`config.mk`:
```
export PLATFORM = sky130hd
export DESIGN_NAME = tipi_nibble_bus_master
export DESIGN_NICKNAME = d
export VERILOG_FILES = /design/src/rtl/tipi_nibble_bus_master_pkg.sv /design/src/rtl/tipi_nibble_bus_master_phase_timer.sv /design/src/rtl/tipi_nibble_bus_master.sv
export SDC_FILE = /design/constraint.sdc
export NUM_CORES = 1
export LEC_CHECK = 0
export ABC_AREA = 1
export ABC_CLOCK_PERIOD_IN_PS = 2200
export BUFFER_PORTS_ARGS = -buffer_cell sky130_fd_sc_hd__buf_4
export CORE_AREA = 4 4 69 71
export CTS_BUF_LIST = sky130_fd_sc_hd__clkbuf_8 sky130_fd_sc_hd__clkbuf_16
export DETAILED_ROUTE_END_ITERATION = 8
export DIE_AREA = 0 0 73 75
export PLACE_DENSITY = 0.77
export SLEW_MARGIN = 20
export SYNTH_ARGS = -nofsm -noshare
export SYNTH_HDL_FRONTEND = slang
export SYNTH_SLANG_ARGS = --single-unit
export TNS_END_PERCENT = 5
```
`constraint.sdc`:
```
create_clock -name clk -period 2.2 [get_ports clk]
set_clock_uncertainty 0.05 [all_clocks]
set_input_delay 0.44 -clock clk [delete_from_list [all_inputs] [get_ports clk]]
set_output_delay 0.44 -clock clk [all_outputs]
set_load 0.01 [all_outputs]
```
`src/rtl/tipi_nibble_bus_master_pkg.sv`:
```
// Shared definitions for the TIPI nibble-bus master: register codes, the direction bit,
// the FSM state encoding and the latched request record.
package tipi_nibble_bus_master_pkg;

  localparam logic [1:0] TIPI_REG_TD = 2'd0;
  localparam logic [1:0] TIPI_REG_TC = 2'd1;
  localparam logic [1:0] TIPI_REG_RD = 2'd2;
  localparam logic [1:0] TIPI_REG_RC = 2'd3;

  localparam int TIPI_DIR_BIT = 1;

  typedef enum logic [3:0] {
    S_IDLE, S_BRST, S_BRST_W,
    S_SEL_SU, S_SEL_HI, S_SEL_LO,
    S_WHI_SU, S_WHI_HI, S_WHI_LO,
    S_WLO_SU, S_WLO_HI, S_WLO_LO,
    S_TURN, S_RCLK_HI, S_RCLK_LO,
    S_DONE
  } state_t;

  typedef struct packed {
    logic [1:0] rsel;
    logic [7:0] wdata;
  } req_t;

  function automatic logic is_write(input logic [1:0] rsel);
    return rsel[TIPI_DIR_BIT];
  endfunction

endpackage

```
`src/rtl/tipi_nibble_bus_master_phase_timer.sv`:
```
// Phase length down-counter: reloads to CLK_DIV-1 on phase entry, flags the final cycle.
module tipi_bus_phase_timer #(
  parameter int CLK_DIV = 2
) (
  input  logic clk,
  input  logic reset,
  input  logic load,
  output logic last_cycle
);

  logic [7:0] cnt;

  always_ff @(posedge clk) begin
    if (!reset)          cnt <= '0;
    else if (load)       cnt <= 8'(CLK_DIV - 1);
    else if (cnt != '0)  cnt <= cnt - 8'd1;
  end

  assign last_cycle = (cnt == '0);

endmodule

```
`src/rtl/tipi_nibble_bus_master.sv`:
```
// TIPI 4-bit nibble-bus master: one byte register access per request, bus reset first.
// Define TIPI_NIBBLE_MASTER_STATS_EN to build the saturating completed-transaction counter.
module tipi_nibble_bus_master
  import tipi_nibble_bus_master_pkg::*;
#(
  parameter int CLK_DIV = 2
) (
  input  logic        clk,
  input  logic        reset,
  input  logic        req_valid,
  output logic        req_ready,
  input  logic [1:0]  req_reg,
  input  logic [7:0]  req_wdata,
  output logic        rsp_valid,
  output logic [7:0]  rsp_rdata,
  output logic        busy,
  output logic        bus_clk,
  output logic        bus_reset,
  output logic [3:0]  bus_data_o,
  output logic        bus_data_oe,
  input  logic [3:0]  bus_data_i,
  output logic [15:0] xfer_count
);

  state_t     state, state_nxt;
  req_t       req_q;
  logic [3:0] rd_hi;
  logic       last_cycle;

  logic       clk_nxt, brst_nxt, oe_nxt, rsp_nxt;
  logic [3:0] data_nxt;

  tipi_bus_phase_timer #(.CLK_DIV(CLK_DIV)) u_timer (
    .clk        (clk),
    .reset      (reset),
    .load       (state_nxt != state),
    .last_cycle (last_cycle)
  );

  always_comb begin
    state_nxt = state;
    case (state)
      S_IDLE:    if (req_valid) state_nxt = S_BRST;
      S_BRST:    if (last_cycle) state_nxt = S_BRST_W;
      S_BRST_W:  if (last_cycle) state_nxt = S_SEL_SU;
      S_SEL_SU:  if (last_cycle) state_nxt = S_SEL_HI;
      S_SEL_HI:  if (last_cycle) state_nxt = S_SEL_LO;
      S_SEL_LO:  if (last_cycle) state_nxt = is_write(req_q.rsel) ? S_WHI_SU : S_TURN;
      S_WHI_SU:  if (last_cycle) state_nxt = S_WHI_HI;
      S_WHI_HI:  if (last_cycle) state_nxt = S_WHI_LO;
      S_WHI_LO:  if (last_cycle) state_nxt = S_WLO_SU;
      S_WLO_SU:  if (last_cycle) state_nxt = S_WLO_HI;
      S_WLO_HI:  if (last_cycle) state_nxt = S_WLO_LO;
      S_WLO_LO:  if (last_cycle) state_nxt = S_DONE;
      S_TURN:    if (last_cycle) state_nxt = S_RCLK_HI;
      S_RCLK_HI: if (last_cycle) state_nxt = S_RCLK_LO;
      S_RCLK_LO: if (last_cycle) state_nxt = S_DONE;
      S_DONE:    state_nxt = S_IDLE;
      default:   state_nxt = S_IDLE;
    endcase
  end

  // Bus pins are registered from the next state so they line up with the state register
  // and can be forced to their safe values by reset on the same edge.
  always_comb begin
    clk_nxt  = 1'b0;
    brst_nxt = 1'b0;
    oe_nxt   = 1'b0;
    rsp_nxt  = 1'b0;
    data_nxt = 4'h0;
    case (state_nxt)
      S_BRST:                       brst_nxt = 1'b1;
      S_SEL_SU, S_SEL_LO:           begin oe_nxt = 1'b1; data_nxt = {2'b00, req_q.rsel}; end
      S_SEL_HI:                     begin oe_nxt = 1'b1; data_nxt = {2'b00, req_q.rsel}; clk_nxt = 1'b1; end
      S_WHI_SU, S_WHI_LO:           begin oe_nxt = 1'b1; data_nxt = req_q.wdata[7:4]; end
      S_WHI_HI:                     begin oe_nxt = 1'b1; data_nxt = req_q.wdata[7:4]; clk_nxt = 1'b1; end
      S_WLO_SU, S_WLO_LO:           begin oe_nxt = 1'b1; data_nxt = req_q.wdata[3:0]; end
      S_WLO_HI:                     begin oe_nxt = 1'b1; data_nxt = req_q.wdata[3:0]; clk_nxt = 1'b1; end
      S_RCLK_HI:                    clk_nxt = 1'b1;
      S_DONE:                       rsp_nxt = 1'b1;
      default: ;
    endcase
  end

  always_ff @(posedge clk) begin
    if (!reset) begin
      state       <= S_IDLE;
      req_q       <= '0;
      rd_hi       <= '0;
      rsp_rdata   <= '0;
      rsp_valid   <= 1'b0;
      bus_clk     <= 1'b0;
      bus_reset   <= 1'b1;
      bus_data_oe <= 1'b0;
      bus_data_o  <= '0;
    end else begin
      state       <= state_nxt;
      rsp_valid   <= rsp_nxt;
      bus_clk     <= clk_nxt;
      bus_reset   <= brst_nxt;
      bus_data_oe <= oe_nxt;
      bus_data_o  <= data_nxt;
      if (state == S_IDLE && req_valid) req_q <= '{rsel: req_reg, wdata: req_wdata};
      if (state == S_TURN && last_cycle) rd_hi <= bus_data_i;
      if (state == S_RCLK_LO && last_cycle) rsp_rdata <= {rd_hi, bus_data_i};
    end
  end

  assign req_ready = (state == S_IDLE) && reset;
  assign busy      = (state != S_IDLE);

`ifdef TIPI_NIBBLE_MASTER_STATS_EN
  logic [15:0] xfer_q;
  always_ff @(posedge clk) begin
    if (!reset)                                   xfer_q <= '0;
    else if (state == S_DONE && xfer_q != 16'hFFFF) xfer_q <= xfer_q + 16'd1;
  end
  assign xfer_count = xfer_q;
`else
  assign xfer_count = 16'h0000;
`endif

endmodule

```
# After elaboration in Yosys (flattened, before gate mapping)
# Index checks and enable logic that the tools add are counted.
[op_classes]
reduce_logical = 16
n_eq_ne = 28
bitwise = 1
add_sub_neg = 1
mux = 23
[ops]
columns = ["cell", "n"]
rows = [
  ["4-bit two-way mux", 15],
  ["4-bit one-hot mux with 15 select lines", 1],
  ["4-bit equality test, second input constant", 14],
  ["4-bit by 3-bit equality test with 1-bit output, second input constant", 8],
  ["4-bit by 2-bit equality test with 1-bit output, second input constant", 3],
  ["4-bit one-hot mux with 3 select lines", 1],
  ["3-bit OR reduction", 3],
  ["9-bit OR reduction", 1],
  ["4-bit by 1-bit equality test with 1-bit output, second input constant", 2],
  ["8-bit logical NOT", 1],
  ["8-bit nonzero test", 1],
  ["8-bit by 1-bit subtractor with 8-bit output, second input constant", 1],
  ["1-bit two-way mux", 6],
  ["1-bit logical AND", 4],
  ["4-bit logical NOT", 1],
  ["4-bit != test", 1],
  ["4-bit nonzero test", 1],
  ["2-bit OR reduction", 2],
  ["4-bit OR reduction", 1],
  ["2-bit nonzero test", 1],
  ["1-bit inverter", 1],
]
[totals]
regBits = 42
input_bits = 17
word_cells = 81
output_inout_bits = 34

# Longest topological paths before layout
[logic_depth]
word_depth = 6
mapped_depth = 16

# Modules after synthesis
# A second synthesis with hierarchy kept.
[unflattened]
cells_unflattened = 313
area_unflattened_um2 = 2183.3
[by_module_without_submodules]
columns = ["module", "cells_per_inst", "instances", "area_per_inst_um2"]
rows = [
  ["tipi_nibble_bus_master", 253, 1, 1754.2],
  ["tipi_bus_phase_timer", 60, 1, 429.2],
]

# Least setup slack after synthesis
# OpenSTA, ideal clock, no wires.
[synth_timing]
path_type = "input to output"
start = "input reset"
end = "output req_ready"
path_slack_ps = 385
path_buffers = 2
cell_stages = 4
arrival_ps = 1325
path_cell_list = "clkbuf_1 > clkinv_1 > clkbuf_1 > nor2_1"
[synth_via]
elab_chain_cells = 1
[synth_lines]
columns = ["item", "line", "rtl"]
rows = [
  ["from (decl)", "tipi_nibble_bus_master.sv:9", "input logic reset,"],
  ["1-bit logical AND", "tipi_nibble_bus_master.sv:109", "assign req_ready = (state == S_IDLE) && reset;"],
  ["to (decl)", "tipi_nibble_bus_master.sv:11", "output logic req_ready,"],
]
# No other way between the ends.

# Worst setup path after layout
[layout_timing]
start = "register u_timer.cnt[1]"
end = "register u_timer.cnt[1]"
[layout_via]
elab_chain_cells = 5
[layout_lines]
columns = ["item", "line", "rtl"]
rows = [
  ["from (decl)", "tipi_nibble_bus_master_phase_timer.sv:11", "logic [7:0] cnt;"],
  ["from (signal assigned)", "tipi_nibble_bus_master_phase_timer.sv:15", "else if (load) cnt <= 8'(CLK_DIV - 1);"],
  ["from (signal assigned)", "tipi_nibble_bus_master_phase_timer.sv:16", "else if (cnt != '0) cnt <= cnt - 8'd1;"],
  ["8-bit logical NOT", "tipi_nibble_bus_master_phase_timer.sv:19", "assign last_cycle = (cnt == '0);"],
  ["4-bit two-way mux, or another cell as far along", "tipi_nibble_bus_master.sv:54, tipi_nibble_bus_master.sv:57", ""],
  ["4-bit one-hot mux with 15 select lines", "tipi_nibble_bus_master.sv:42", "case (state)"],
  ["4-bit != test", "tipi_nibble_bus_master.sv:36", ".load (state_nxt != state),"],
  ["2-bit OR reduction (no line)", "n/a", ""],
]
# Parallel ways exist; a longest one is shown, timed or not.
# A chain may end at the register's enable or synchronous reset.

==> run metrics <==
fraction of power consumed by sequential logic 28.8%; critical-path maximum fanout 7; final worst path period share 93.7%; sequential element share of the synthesized area 39.8%; remaining global-route overflow 0; worst setup path startpoint u_timer.cnt[1]$_SDFFE_PP0N_; number of global-route vias before repair 1754; reported leakage power 1.23 nW; clock tree from TritonCTS yes; setup TNS 0 ns; synthesis warning total 0; largest voltage drop on the vdd net 0.000617 V; total area of sequential cells 841 um2; width of the chip 73 um; proportion of power drawn by combinational gates 56.8%; reg-to-reg startpoint u_timer.cnt[1]$_SDFFE_PP0N_; Final setup viols 0; maximum buffer depth of the clock tree 2; Worst-Skew Late Latency 0.30 ns; proportion of layout cells with a drive suffix above 1 23.7%; standard-cell rows 24; synthesized flop and latch total 42; count of hold buffers inserted by post-cts repair 0; distinct cell type count of the synthesized netlist 29; total power 3.51 mW; Sinks on Clock Net 42; critical path data arrival time 2.21 ns; utilization after layout 59.7%; instance area at placement 2360 um2; clock-pin transition on the worst setup and hold timing paths 0.08 ns; total net switching power 1.63 mW; total count of max-transition violations in the final report 0; min Tclk post-route 2.06 ns; CTS Buf Count 5; H-tree levels 2; R2R setup slack 0.14 ns; routed length per placed instance 11.9 um; critical path required time 2.35 ns; critical path endpoint category flip-flop; I/O pin count 51; Antenna Diode Count 0; Total Nets Final 363; master cell of the clock root buffer sky130_fd_sc_hd__clkbuf_8; capture point of the worst reg-to-reg path u_timer.cnt[1]$_SDFFE_PP0N_; Worst Hold Slack 0.338 ns; routed wire length on met3 254 um; fill cell instance count of the final layout 400; post-route cell area 2530 um2; maximum number of pins on one net before global-route repair 19; DRT antenna net count 0; amount of wire on met2 after detailed routing 2270 um; type of the worst setup path flip-flop to flip-flop; GRT Resource Usage Total 17.9%; most common cell after layout, fill and taps aside sky130_fd_sc_hd__nand2_1; global-route wire length before repair 7580 um; footprint of the multi-input gates 1090 um2; DRC 0; First-pass DRT Iterations 7; cells on worst reg2reg path 13; post-synthesis area per instance 6.94 um2; placed wire-length estimate after detailed placement 3240 um; Placer Congestion 0.876; Peak Freq 485 MHz; antenna violations before repair 0; DRT Wirelength 4750 um; die footprint 5480 um2; P&R area growth vs syn 19.7%; top routing layer used met4; vias per std cell 5.03; number of vias after detailed routing 2000; effective utilization at floorplan 49.9%; Startpoint Class flip-flop; run status finished, final reports clean; PD cells 1390 nW/um2; clock share of power 14.3%; iteration-0 DRC count of the detailed router 268; Max Cap Violations 0; count of input and output buffers 34; post-synthesis instance total 304; highest-count cells in the layout ignoring fill and taps sky130_fd_sc_hd__nand2_1 (67), sky130_fd_sc_hd__buf_4 (43), sky130_fd_sc_hd__dfxtp_1 (42); vertical die dimension 75 um; WL met1 2090 um; total internal power 1.88 mW; capture point of the critical path u_timer.cnt[1]$_SDFFE_PP0N_; final hold violations 0; worst min-delay path category primary input to flip-flop; area of the core region 4230 um2; switching power as a share of total power 46.5%; cell area after synthesis 2110 um2
## registers in the layout, summed over array words and instances, names as in the netlist
register	count
state	4
rsp_valid	1
bus_data_oe	1
u_timer.cnt	8
bus_clk	1
req_q	10
rsp_rdata	8
rd_hi	4
bus_data_o	4
bus_reset	1
## worst max-delay path: stages, from the launching register on
cell                      delay (ns)
sky130_fd_sc_hd__dfxtp_1        0.33
sky130_fd_sc_hd__inv_1          0.13
sky130_fd_sc_hd__ha_4           0.16
sky130_fd_sc_hd__nand2_1        0.08
sky130_fd_sc_hd__nor2_2         0.14
sky130_fd_sc_hd__nand2_1        0.14
sky130_fd_sc_hd__buf_4          0.17
sky130_fd_sc_hd__nand2_1        0.09
sky130_fd_sc_hd__nand2_2        0.11
sky130_fd_sc_hd__nand2_4        0.11
sky130_fd_sc_hd__xor2_1         0.18
sky130_fd_sc_hd__nor2_2         0.07
sky130_fd_sc_hd__nand2_2        0.14
sky130_fd_sc_hd__nor2_1         0.06
## metrics by stage
| step | cells | setup slack (ns) |
|---|---|---|
| floorplan | 319 | 0.385 |
| global placement | 385 | 0.151 |
| detailed placement | 385 | 0.159 |
| CTS | 393 | 0.102 |
| global route | 398 | -0.0197 |
| finish | 398 | 0.139 |
## cell type report
| cell class | count | area share (%) |
|---|---|---|
| clock buffers | 6 | 3.27 |
| clock inverters | 2 | 0.347 |
| repair buffers | 43 | 12.8 |
| inverters | 31 | 4.66 |
| flip-flops and latches | 42 | 33.3 |
| well taps | 52 | 2.58 |
| multi-input cells | 222 | 43.1 |
## kinds of logic (layout without fill, tap and decap cells)
| kind of cell | after synthesis | in the layout | share of synthesized area, % |
|---|---|---|---|
| simple gates | 148 | 149 | 30.8 |
| compound gates | 50 | 50 | 12.7 |
| flops | 42 | 42 | 39.8 |
| other cells | 1 | 16 | 0.178 |
| buf+inv | 56 | 82 | 13.3 |
| fa+ha+maj | 1 | 1 | 0.593 |
| xor+xnor | 6 | 6 | 2.49 |
## cells in the mapped netlist, drive strengths merged
| master | instances | area share [%] |
|---|---|---|
| and3 | 1 | 0.30 |
| nand2 | 75 | 15 |
| conb | 1 | 0.18 |
| nor3 | 4 | 1.5 |
| nand3 | 21 | 5.0 |
| a31oi | 2 | 0.59 |
| o21ai | 18 | 4.4 |
| o41ai | 1 | 0.42 |
| o211ai | 2 | 0.71 |
| nand4 | 1 | 0.30 |
| inv | 29 | 5.2 |
| a21oi | 27 | 6.6 |
| nor2 | 46 | 9.0 |
| ha | 1 | 0.59 |
| clkbuf | 3 | 0.53 |
| buf | 22 | 7.2 |
| dfxtp | 42 | 40 |
| xor2 | 6 | 2.5 |
| clkinv | 2 | 0.41 |
## layer usage
metal	vias to the layer above	track usage, %
li1	1019	-
met1	900	22.5
met2	66	27.9
met3	15	3.87
met4	0	11.1
met5	-	0
## how the worst min path moves through the flow
stage / start / end / slack, ns / depth (start not counted)
after floorplan: req_q[4]$_SDFFE_PN0P_ / req_q[4]$_SDFFE_PN0P_ / 0.38 / 2
after global placement: req_q[5]$_SDFFE_PN0P_ / req_q[5]$_SDFFE_PN0P_ / 0.40 / 2
after detailed placement: req_q[5]$_SDFFE_PN0P_ / req_q[5]$_SDFFE_PN0P_ / 0.40 / 2
after CTS: bus_data_i[2] / rd_hi[2]$_SDFFE_PN0P_ / 0.33 / 3
after global routing: bus_data_i[3] / rd_hi[3]$_SDFFE_PN0P_ / 0.34 / 3
final: bus_data_i[0] / rd_hi[0]$_SDFFE_PN0P_ / 0.34 / 3
## what timing repair did
action | in CTS | in global routing
setup buffers | 0 | 4
gates resized for setup | 0 | 12
endpoints found under the setup margin | 0 | 12
## power groups by stage
stage	registers [mW]	logic (mW)	clock network [mW]
2_1_floorplan	0.988	1.35	0
3_3_place_gp	1.02	1.70	0
3_5_place_dp	1.02	1.72	0
4_1_cts	1.00	1.73	0.517
5_1_grt	1.03	2.23	0.549
6_report	1.01	1.99	0.502
Note: power is estimated with default switching activity, not from simulation.
